==> src/rtl/dp_seq_pkg.sv <==
// Shared definitions for dp_sequencer: FSM state codes, register map, feeder addresses
// and STATUS layout. The optional watchdog is enabled by defining SEQ_TIMEOUT_EN.
package dp_seq_pkg;

    localparam logic [2:0] ST_IDLE  = 3'd0;
    localparam logic [2:0] ST_SETSZ = 3'd1;
    localparam logic [2:0] ST_FETCH = 3'd2;
    localparam logic [2:0] ST_FEED  = 3'd3;
    localparam logic [2:0] ST_GAP   = 3'd4;
    localparam logic [2:0] ST_RDRES = 3'd5;
    localparam logic [2:0] ST_WRES  = 3'd6;

    localparam logic [2:0] REG_SIZE    = 3'd0;
    localparam logic [2:0] REG_NEURONS = 3'd1;
    localparam logic [2:0] REG_WBASE   = 3'd2;
    localparam logic [2:0] REG_RBASE   = 3'd3;
    localparam logic [2:0] REG_CTRL    = 3'd4;
    localparam logic [2:0] REG_STATUS  = 3'd5;

    localparam logic [31:0] FD_ADDR_WEIGHT = 32'hC400_1000;
    localparam logic [31:0] FD_ADDR_RESULT = 32'hC400_2000;
    localparam logic [31:0] FD_ADDR_SIZE   = 32'hC400_3000;

    localparam int CTRL_START_BIT   = 0;
    localparam int CTRL_ABORT_BIT   = 1;
    localparam int STAT_BUSY_BIT    = 0;
    localparam int STAT_DONE_BIT    = 1;
    localparam int STAT_TIMEOUT_BIT = 2;

    // Field order gives busy at bit 0, done at bit 1, timeout at bit 2.
    typedef struct packed {
        logic timeout;
        logic done;
        logic busy;
    } status_t;

endpackage

==> src/rtl/dp_seq_regfile.sv <==
// Configuration registers for dp_sequencer: storage, combinational read mux, and the
// self-clearing CTRL start/abort pulses (CTRL always reads back as zero).
module dp_seq_regfile
    import dp_seq_pkg::*;
#(
    parameter int XLEN = 32
) (
    input  logic            clk_i,
    input  logic            rst_ni,
    input  logic            cfg_we,
    input  logic [2:0]      cfg_addr,
    input  logic [XLEN-1:0] cfg_wdata,
    input  logic            busy,
    input  logic            done,
    input  logic            timeout,
    output logic [XLEN-1:0] size,
    output logic [XLEN-1:0] neurons,
    output logic [XLEN-1:0] wbase,
    output logic [XLEN-1:0] rbase,
    output logic            start,
    output logic            abort,
    output logic [XLEN-1:0] rdata
);

    logic    wr_ok;
    status_t status;

    // Only abort gets through while a job runs; everything else is frozen.
    assign wr_ok  = cfg_we && !busy;
    assign start  = wr_ok && (cfg_addr == REG_CTRL) && cfg_wdata[CTRL_START_BIT];
    assign abort  = cfg_we && (cfg_addr == REG_CTRL) && cfg_wdata[CTRL_ABORT_BIT];
    assign status = '{timeout: timeout, done: done, busy: busy};

    always_ff @(posedge clk_i or negedge rst_ni) begin
        if (!rst_ni) begin
            size    <= '0;
            neurons <= '0;
            wbase   <= '0;
            rbase   <= '0;
        end else if (wr_ok) begin
            case (cfg_addr)
                REG_SIZE:    size    <= cfg_wdata;
                REG_NEURONS: neurons <= cfg_wdata;
                REG_WBASE:   wbase   <= cfg_wdata;
                REG_RBASE:   rbase   <= cfg_wdata;
                default:     ;
            endcase
        end
    end

    always_comb begin
        rdata = '0;
        case (cfg_addr)
            REG_SIZE:    rdata = size;
            REG_NEURONS: rdata = neurons;
            REG_WBASE:   rdata = wbase;
            REG_RBASE:   rdata = rbase;
            REG_STATUS:  rdata = XLEN'(status);
            default:     rdata = '0;
        endcase
    end

endmodule

==> src/rtl/dp_sequencer.sv <==
// Dot-product job sequencer: streams weights from memory into the FP feeder, reads back
// one result per neuron and stores it. Define SEQ_TIMEOUT_EN to add the wait watchdog.
module dp_sequencer
    import dp_seq_pkg::*;
#(
    parameter int XLEN           = 32,
    parameter int FEED_GAP       = 4,
    parameter int TIMEOUT_CYCLES = 1024
) (
    input  logic            clk_i,
    input  logic            rst_ni,
    input  logic            cfg_we_i,
    input  logic [2:0]      cfg_addr_i,
    input  logic [XLEN-1:0] cfg_wdata_i,
    output logic [XLEN-1:0] cfg_rdata_o,
    output logic            mem_req_o,
    output logic            mem_we_o,
    output logic [XLEN-1:0] mem_addr_o,
    output logic [XLEN-1:0] mem_wdata_o,
    input  logic            mem_ack_i,
    input  logic [XLEN-1:0] mem_rdata_i,
    output logic            fd_strobe_o,
    output logic            fd_rw_o,
    output logic [XLEN-1:0] fd_addr_o,
    output logic [XLEN-1:0] fd_data_o,
    input  logic            fd_ready_i,
    input  logic [XLEN-1:0] fd_data_i,
    output logic            busy_o,
    output logic            irq_o,
    output logic [2:0]      state_o
);

    logic [2:0]      state_q;
    logic [XLEN-1:0] size, neurons, wbase, rbase;
    logic [XLEN-1:0] wptr_q, rptr_q, n_q, k_q, gap_q, weight_q, result_q;
    logic            start, abort, busy, done_q, irq_q, timeout_bit;

    assign busy = (state_q != ST_IDLE);

    dp_seq_regfile #(.XLEN(XLEN)) u_regfile (
        .clk_i     (clk_i),
        .rst_ni    (rst_ni),
        .cfg_we    (cfg_we_i),
        .cfg_addr  (cfg_addr_i),
        .cfg_wdata (cfg_wdata_i),
        .busy      (busy),
        .done      (done_q),
        .timeout   (timeout_bit),
        .size      (size),
        .neurons   (neurons),
        .wbase     (wbase),
        .rbase     (rbase),
        .start     (start),
        .abort     (abort),
        .rdata     (cfg_rdata_o)
    );

    // Handshakes: mem_req_o is held with stable address/data until the single-cycle
    // mem_ack_i; a feeder result read holds fd_addr_o until fd_ready_i; strobes are one cycle.
`ifdef SEQ_TIMEOUT_EN
    logic            timeout_q, waiting, wd_fire;
    logic [XLEN-1:0] wd_q;

    assign waiting = ((state_q == ST_FETCH || state_q == ST_WRES) && !mem_ack_i) ||
                     ((state_q == ST_RDRES) && !fd_ready_i);
    assign wd_fire = waiting && (wd_q == XLEN'(TIMEOUT_CYCLES - 1));
    assign timeout_bit = timeout_q;

    always_ff @(posedge clk_i or negedge rst_ni) begin
        if (!rst_ni) begin
            wd_q      <= '0;
            timeout_q <= 1'b0;
        end else begin
            wd_q <= (waiting && !wd_fire && !abort) ? wd_q + XLEN'(1) : '0;
            if (start)
                timeout_q <= 1'b0;
            else if (wd_fire && !abort)
                timeout_q <= 1'b1;
        end
    end
`else
    // No watchdog: the flag can never set for any legal limit.
    assign timeout_bit = (TIMEOUT_CYCLES < 0);
`endif

    always_ff @(posedge clk_i or negedge rst_ni) begin
        if (!rst_ni) begin
            state_q  <= ST_IDLE;
            wptr_q   <= '0;
            rptr_q   <= '0;
            n_q      <= '0;
            k_q      <= '0;
            gap_q    <= '0;
            weight_q <= '0;
            result_q <= '0;
            done_q   <= 1'b0;
            irq_q    <= 1'b0;
        end else begin
            irq_q <= 1'b0;
            if (abort && busy) begin
                state_q <= ST_IDLE;
`ifdef SEQ_TIMEOUT_EN
            end else if (wd_fire) begin
                state_q <= ST_IDLE;
                irq_q   <= 1'b1;
`endif
            end else begin
                case (state_q)
                    ST_IDLE: if (start) begin
                        done_q <= 1'b0;
                        wptr_q <= wbase;
                        rptr_q <= rbase;
                        n_q    <= '0;
                        k_q    <= '0;
                        if (neurons == '0) begin
                            done_q <= 1'b1;
                            irq_q  <= 1'b1;
                        end else begin
                            state_q <= ST_SETSZ;
                        end
                    end
                    ST_SETSZ: state_q <= ST_FETCH;
                    ST_FETCH: if (mem_ack_i) begin
                        weight_q <= mem_rdata_i;
                        state_q  <= ST_FEED;
                    end
                    ST_FEED: begin
                        wptr_q  <= wptr_q + XLEN'(4);
                        k_q     <= k_q + XLEN'(1);
                        gap_q   <= XLEN'(1);
                        state_q <= ST_GAP;
                    end
                    // gap_q counts cycles since the strobe; k_q already includes the bias feed.
                    ST_GAP: begin
                        if (gap_q >= XLEN'(FEED_GAP - 1))
                            state_q <= (k_q == size + XLEN'(1)) ? ST_RDRES : ST_FETCH;
                        else
                            gap_q <= gap_q + XLEN'(1);
                    end
                    ST_RDRES: if (fd_ready_i) begin
                        result_q <= fd_data_i;
                        state_q  <= ST_WRES;
                    end
                    ST_WRES: if (mem_ack_i) begin
                        rptr_q <= rptr_q + XLEN'(4);
                        n_q    <= n_q + XLEN'(1);
                        k_q    <= '0;
                        if (n_q + XLEN'(1) == neurons) begin
                            done_q  <= 1'b1;
                            irq_q   <= 1'b1;
                            state_q <= ST_IDLE;
                        end else begin
                            state_q <= ST_FETCH;
                        end
                    end
                    default: state_q <= ST_IDLE;
                endcase
            end
        end
    end

    assign mem_req_o   = (state_q == ST_FETCH) || (state_q == ST_WRES);
    assign mem_we_o    = (state_q == ST_WRES);
    assign mem_addr_o  = (state_q == ST_FETCH) ? wptr_q :
                         (state_q == ST_WRES)  ? rptr_q : '0;
    assign mem_wdata_o = (state_q == ST_WRES) ? result_q : '0;
    assign fd_strobe_o = (state_q == ST_SETSZ) || (state_q == ST_FEED);
    assign fd_rw_o     = fd_strobe_o;
    assign fd_addr_o   = (state_q == ST_SETSZ) ? XLEN'(FD_ADDR_SIZE)   :
                         (state_q == ST_FEED)  ? XLEN'(FD_ADDR_WEIGHT) :
                         (state_q == ST_RDRES) ? XLEN'(FD_ADDR_RESULT) : '0;
    assign fd_data_o   = (state_q == ST_SETSZ) ? size :
                         (state_q == ST_FEED)  ? weight_q : '0;
    assign busy_o      = busy;
    assign irq_o       = irq_q;
    assign state_o     = state_q;

endmodule

==> config.mk <==
export PLATFORM = sky130hd
export DESIGN_NAME = dp_sequencer
export DESIGN_NICKNAME = d
export VERILOG_FILES = /design/src/rtl/dp_seq_pkg.sv /design/src/rtl/dp_seq_regfile.sv /design/src/rtl/dp_sequencer.sv
export SDC_FILE = /design/constraint.sdc
export NUM_CORES = 1
export LEC_CHECK = 0
export ABC_CLOCK_PERIOD_IN_PS = 5100
export BUFFER_PORTS_ARGS = -buffer_cell sky130_fd_sc_hd__buf_4
export CORE_UTILIZATION = 50
export CTS_CLUSTER_SIZE = 16
export DETAILED_ROUTE_END_ITERATION = 6
export HOLD_SLACK_MARGIN = 0.15
export PLACE_DENSITY = 0.71
export SETUP_SLACK_MARGIN = 0.3
export SYNTH_ARGS = -nofsm -noshare
export SYNTH_HDL_FRONTEND = slang
export SYNTH_SLANG_ARGS = --single-unit
==> constraint.sdc <==
create_clock -name clk_i -period 5.1 [get_ports clk_i]
set_input_delay 0.51 -clock clk_i [delete_from_list [all_inputs] [get_ports clk_i]]
set_output_delay 0.51 -clock clk_i [all_outputs]
set_load 0.1 [all_outputs]
==> flow_metrics.tcl <==
set metrics [dict create \
    fin_worst_skew_ps 23.5 \
    cap_violations 0 \
    finalMaxSlewViolations 0 \
    rsz0062_at_grt "no" \
    layout-drive-gt1-share 0.237 \
    cts_tree "yes" \
    nNetsFinal 2471 \
    cp_num_buf_inv 3 \
    worst_pin_slew_ps 984 \
    routed_wl_microns 69700 \
    grt_pass1_vias 17400 \
    setup_tns_ps 0 \
    clock.fmax_mhz 260 \
    power_w 0.0159 \
    ios 273 \
    synth_async_sr_flop_share 1.00 \
    worst-setup-path-type "reg2reg" \
    synth_edf_count 0 \
    postCtsHoldBufs 5 \
    route.detailed.drc 0 \
    cp.required_ps 5530 \
    period_minus_slack_ps 3850 \
    post-route-period-util 0.755 \
    cts_buffers 40 \
    fin_util 0.604 \
    grt_usage 0.332 \
    antennaDiodeCount 0 \
    crit_chain "buf_4, nor4b_2, nand3_1, buf_4, a21oi_1, nand2_1, buf_4, o21ai_0, o21ai_0" \
    arrival_ps 4280 \
    synth_cells 2191 \
    initialDrtViolationCount 1842 \
    num_rows 73 \
    final_cells 2918 \
    leakagePower_nw 10.7 \
    cp_common_cell "buf_4" \
    routedWlPerCell_microns 23.9 \
    setup_viol_count_final 0 \
    ctsResizeCount 0 \
    io_buffers 245 \
    syn_area_per_cell_sq_um 9.38 \
    die_area_sq_um 41900 \
    crit_family "simple AND/OR/NAND/NOR gates" \
    place_ws_ps 1350 \
    start_util 0.513 \
    fin_ws_ps 1250 \
    synth_area_sq_um 20600 \
    end_kind "register" \
    synth_top_flop_cell "dfrtp_1" \
    worstSkewPairLatency_ps 570 \
    htree_levels 2 \
    cts_buffer_depth 3 \
    routed_via_density 6.27 \
    cpPeakStageDelay_ps 610 \
    grt_overflow_total 0 \
    place_congestion 0.994 \
    grt_pass1_wl_microns 106000 \
    clk_pin_slew_worst_paths_ps 60 \
    drt_pass1_iterations 7 \
    post_cts_buffers 0 \
    critPathLaunchType "register" \
    maxSlewHeadroom 0.337 \
    cp_max_fo 32 \
    status "completed" \
    seq_area_frac_synth 0.435 \
    place_inst 2839 \
    grt_max_degree 108 \
    power.density_nw_per_um2 656 \
    ys_warn_count 0 \
    peakVddDrop_v 0.000704 \
    hold_violations 0 \
    die_w_microns 205 \
    crit_path_top_delay_cell "nand2_1" \
    dpl.hpwl_microns 50900 \
    area_growth_pct 17.8 \
    dieHeight_microns 205 \
    fillCellCount 3389 \
    antenna_found_initial 4 \
    final_common_cell "dfrtp_1" \
    ys_ff_latch 357 \
    hp-class "in2reg" \
    layout_common_cells "dfrtp_1, buf_4, nand2_1, nor2_1, mux2_2" \
    ant_nets 0 \
    clockRootBuffer "clkbuf_16" \
    synth.distinct_cells 78 \
    core-area_sq_um 40100 \
    cts.sinks 357 \
    via_count 18300 \
]
==> kinds of logic (layout without fill, tap and decap cells) <==
| logic type | after synthesis | in the layout | share of synthesized area |
|---|---|---|---|
| mux | 280 | 280 | 0.148 |
| other cells | 1 | 27 | 0.000182 |
| flops | 357 | 357 | 0.435 |
| buf+inv | 217 | 393 | 0.0456 |
| simple gates | 816 | 816 | 0.197 |
| fa+ha+maj | 6 | 6 | 0.00365 |
| compound gates | 411 | 411 | 0.127 |
| xor+xnor | 103 | 103 | 0.0439 |
==> per-stage QoR <==
stage / hold slack [ps] / cell area (sq um)
6_report: 171 / 24200
3_5_place_dp: 456 / 22700
4_1_cts: 151 / 24200
3_3_place_gp: 450 / 22700
2_1_floorplan: 214 / 20700
5_1_grt: 158 / 24200
==> worst paths after layout <==
check | from | to | slack, ps | cells after the start
max | state_o[2] | n_q[21] | 1250 | 9
min | fd_data_i[10] | result_q[10] | 170 | 2
max reg2reg | state_o[2] | n_q[21] | 1250 | 9
min reg2reg | rptr_q[1] | rptr_q[1] | 470 | 2
max in group asynchronous | rst_ni | k_q[15] | 3220 | 3
min in group asynchronous | rst_ni | rptr_q[7] | 580 | 2
==> cell type report <==
class                      count  area, sq um  share of cell area
clock buffer                  62         1210              0.0498
clock inverter                12          253              0.0104
inverter                      27          101             0.00419
multi-input combinational   1643        10800               0.447
sequential                   357         8940               0.369
tap                          525          657              0.0271
timing repair buffer         292         2240              0.0924
==> cells in the mapped netlist (27+ instances only) <==
| cell type | n | area, sq um |
|---|---|---|
| buf_1 | 27 | 101 |
| nor4_1 | 44 | 275 |
| nand4_1 | 47 | 294 |
| mux2_2 | 193 | 2170 |
| buf_4 | 31 | 233 |
| and3_1 | 68 | 425 |
| a22oi_1 | 64 | 480 |
| nor3_1 | 34 | 170 |
| clkbuf_1 | 127 | 477 |
| dfrtp_1 | 357 | 8930 |
| a21oi_1 | 112 | 561 |
| xnor2_1 | 57 | 499 |
| o21ai_0 | 95 | 475 |
| nand2_1 | 221 | 830 |
| xor2_1 | 46 | 403 |
| nor2_1 | 207 | 777 |
| nand3_1 | 80 | 400 |
| mux2i_1 | 87 | 871 |
==> sequential cells by signal (all words and copies together), names as in the netlist <==
name and flops:
gap_q 32, k_q 32, n_q 32, result_q 32, rptr_q 32, u_regfile.neurons 32, u_regfile.rbase 32, u_regfile.size 32
u_regfile.wbase 32, weight_q 32, wptr_q 32, state_o 3, done_q 1, irq_o 1
==> routing by layer <==
layer  GRT usage  wire, microns  vias to the layer above
met1       0.475          29600                     9127
met4      0.0933           1670                        0
met2       0.504          31700                      843
met3      0.0722           6740                      112
met5           0              0                        -
li1            -              -                     8214
==> where the power goes <==
part | total, W | internal [W] | switching, W | leakage, nW
registers | 0.00565 | 0.00387 | 0.00178 | 4.50
logic | 0.00702 | 0.00227 | 0.00475 | 5.48
clock network | 0.00320 | 0.00199 | 0.00121 | 0.708
No activity file was read; power rests on OpenSTA's default activity.
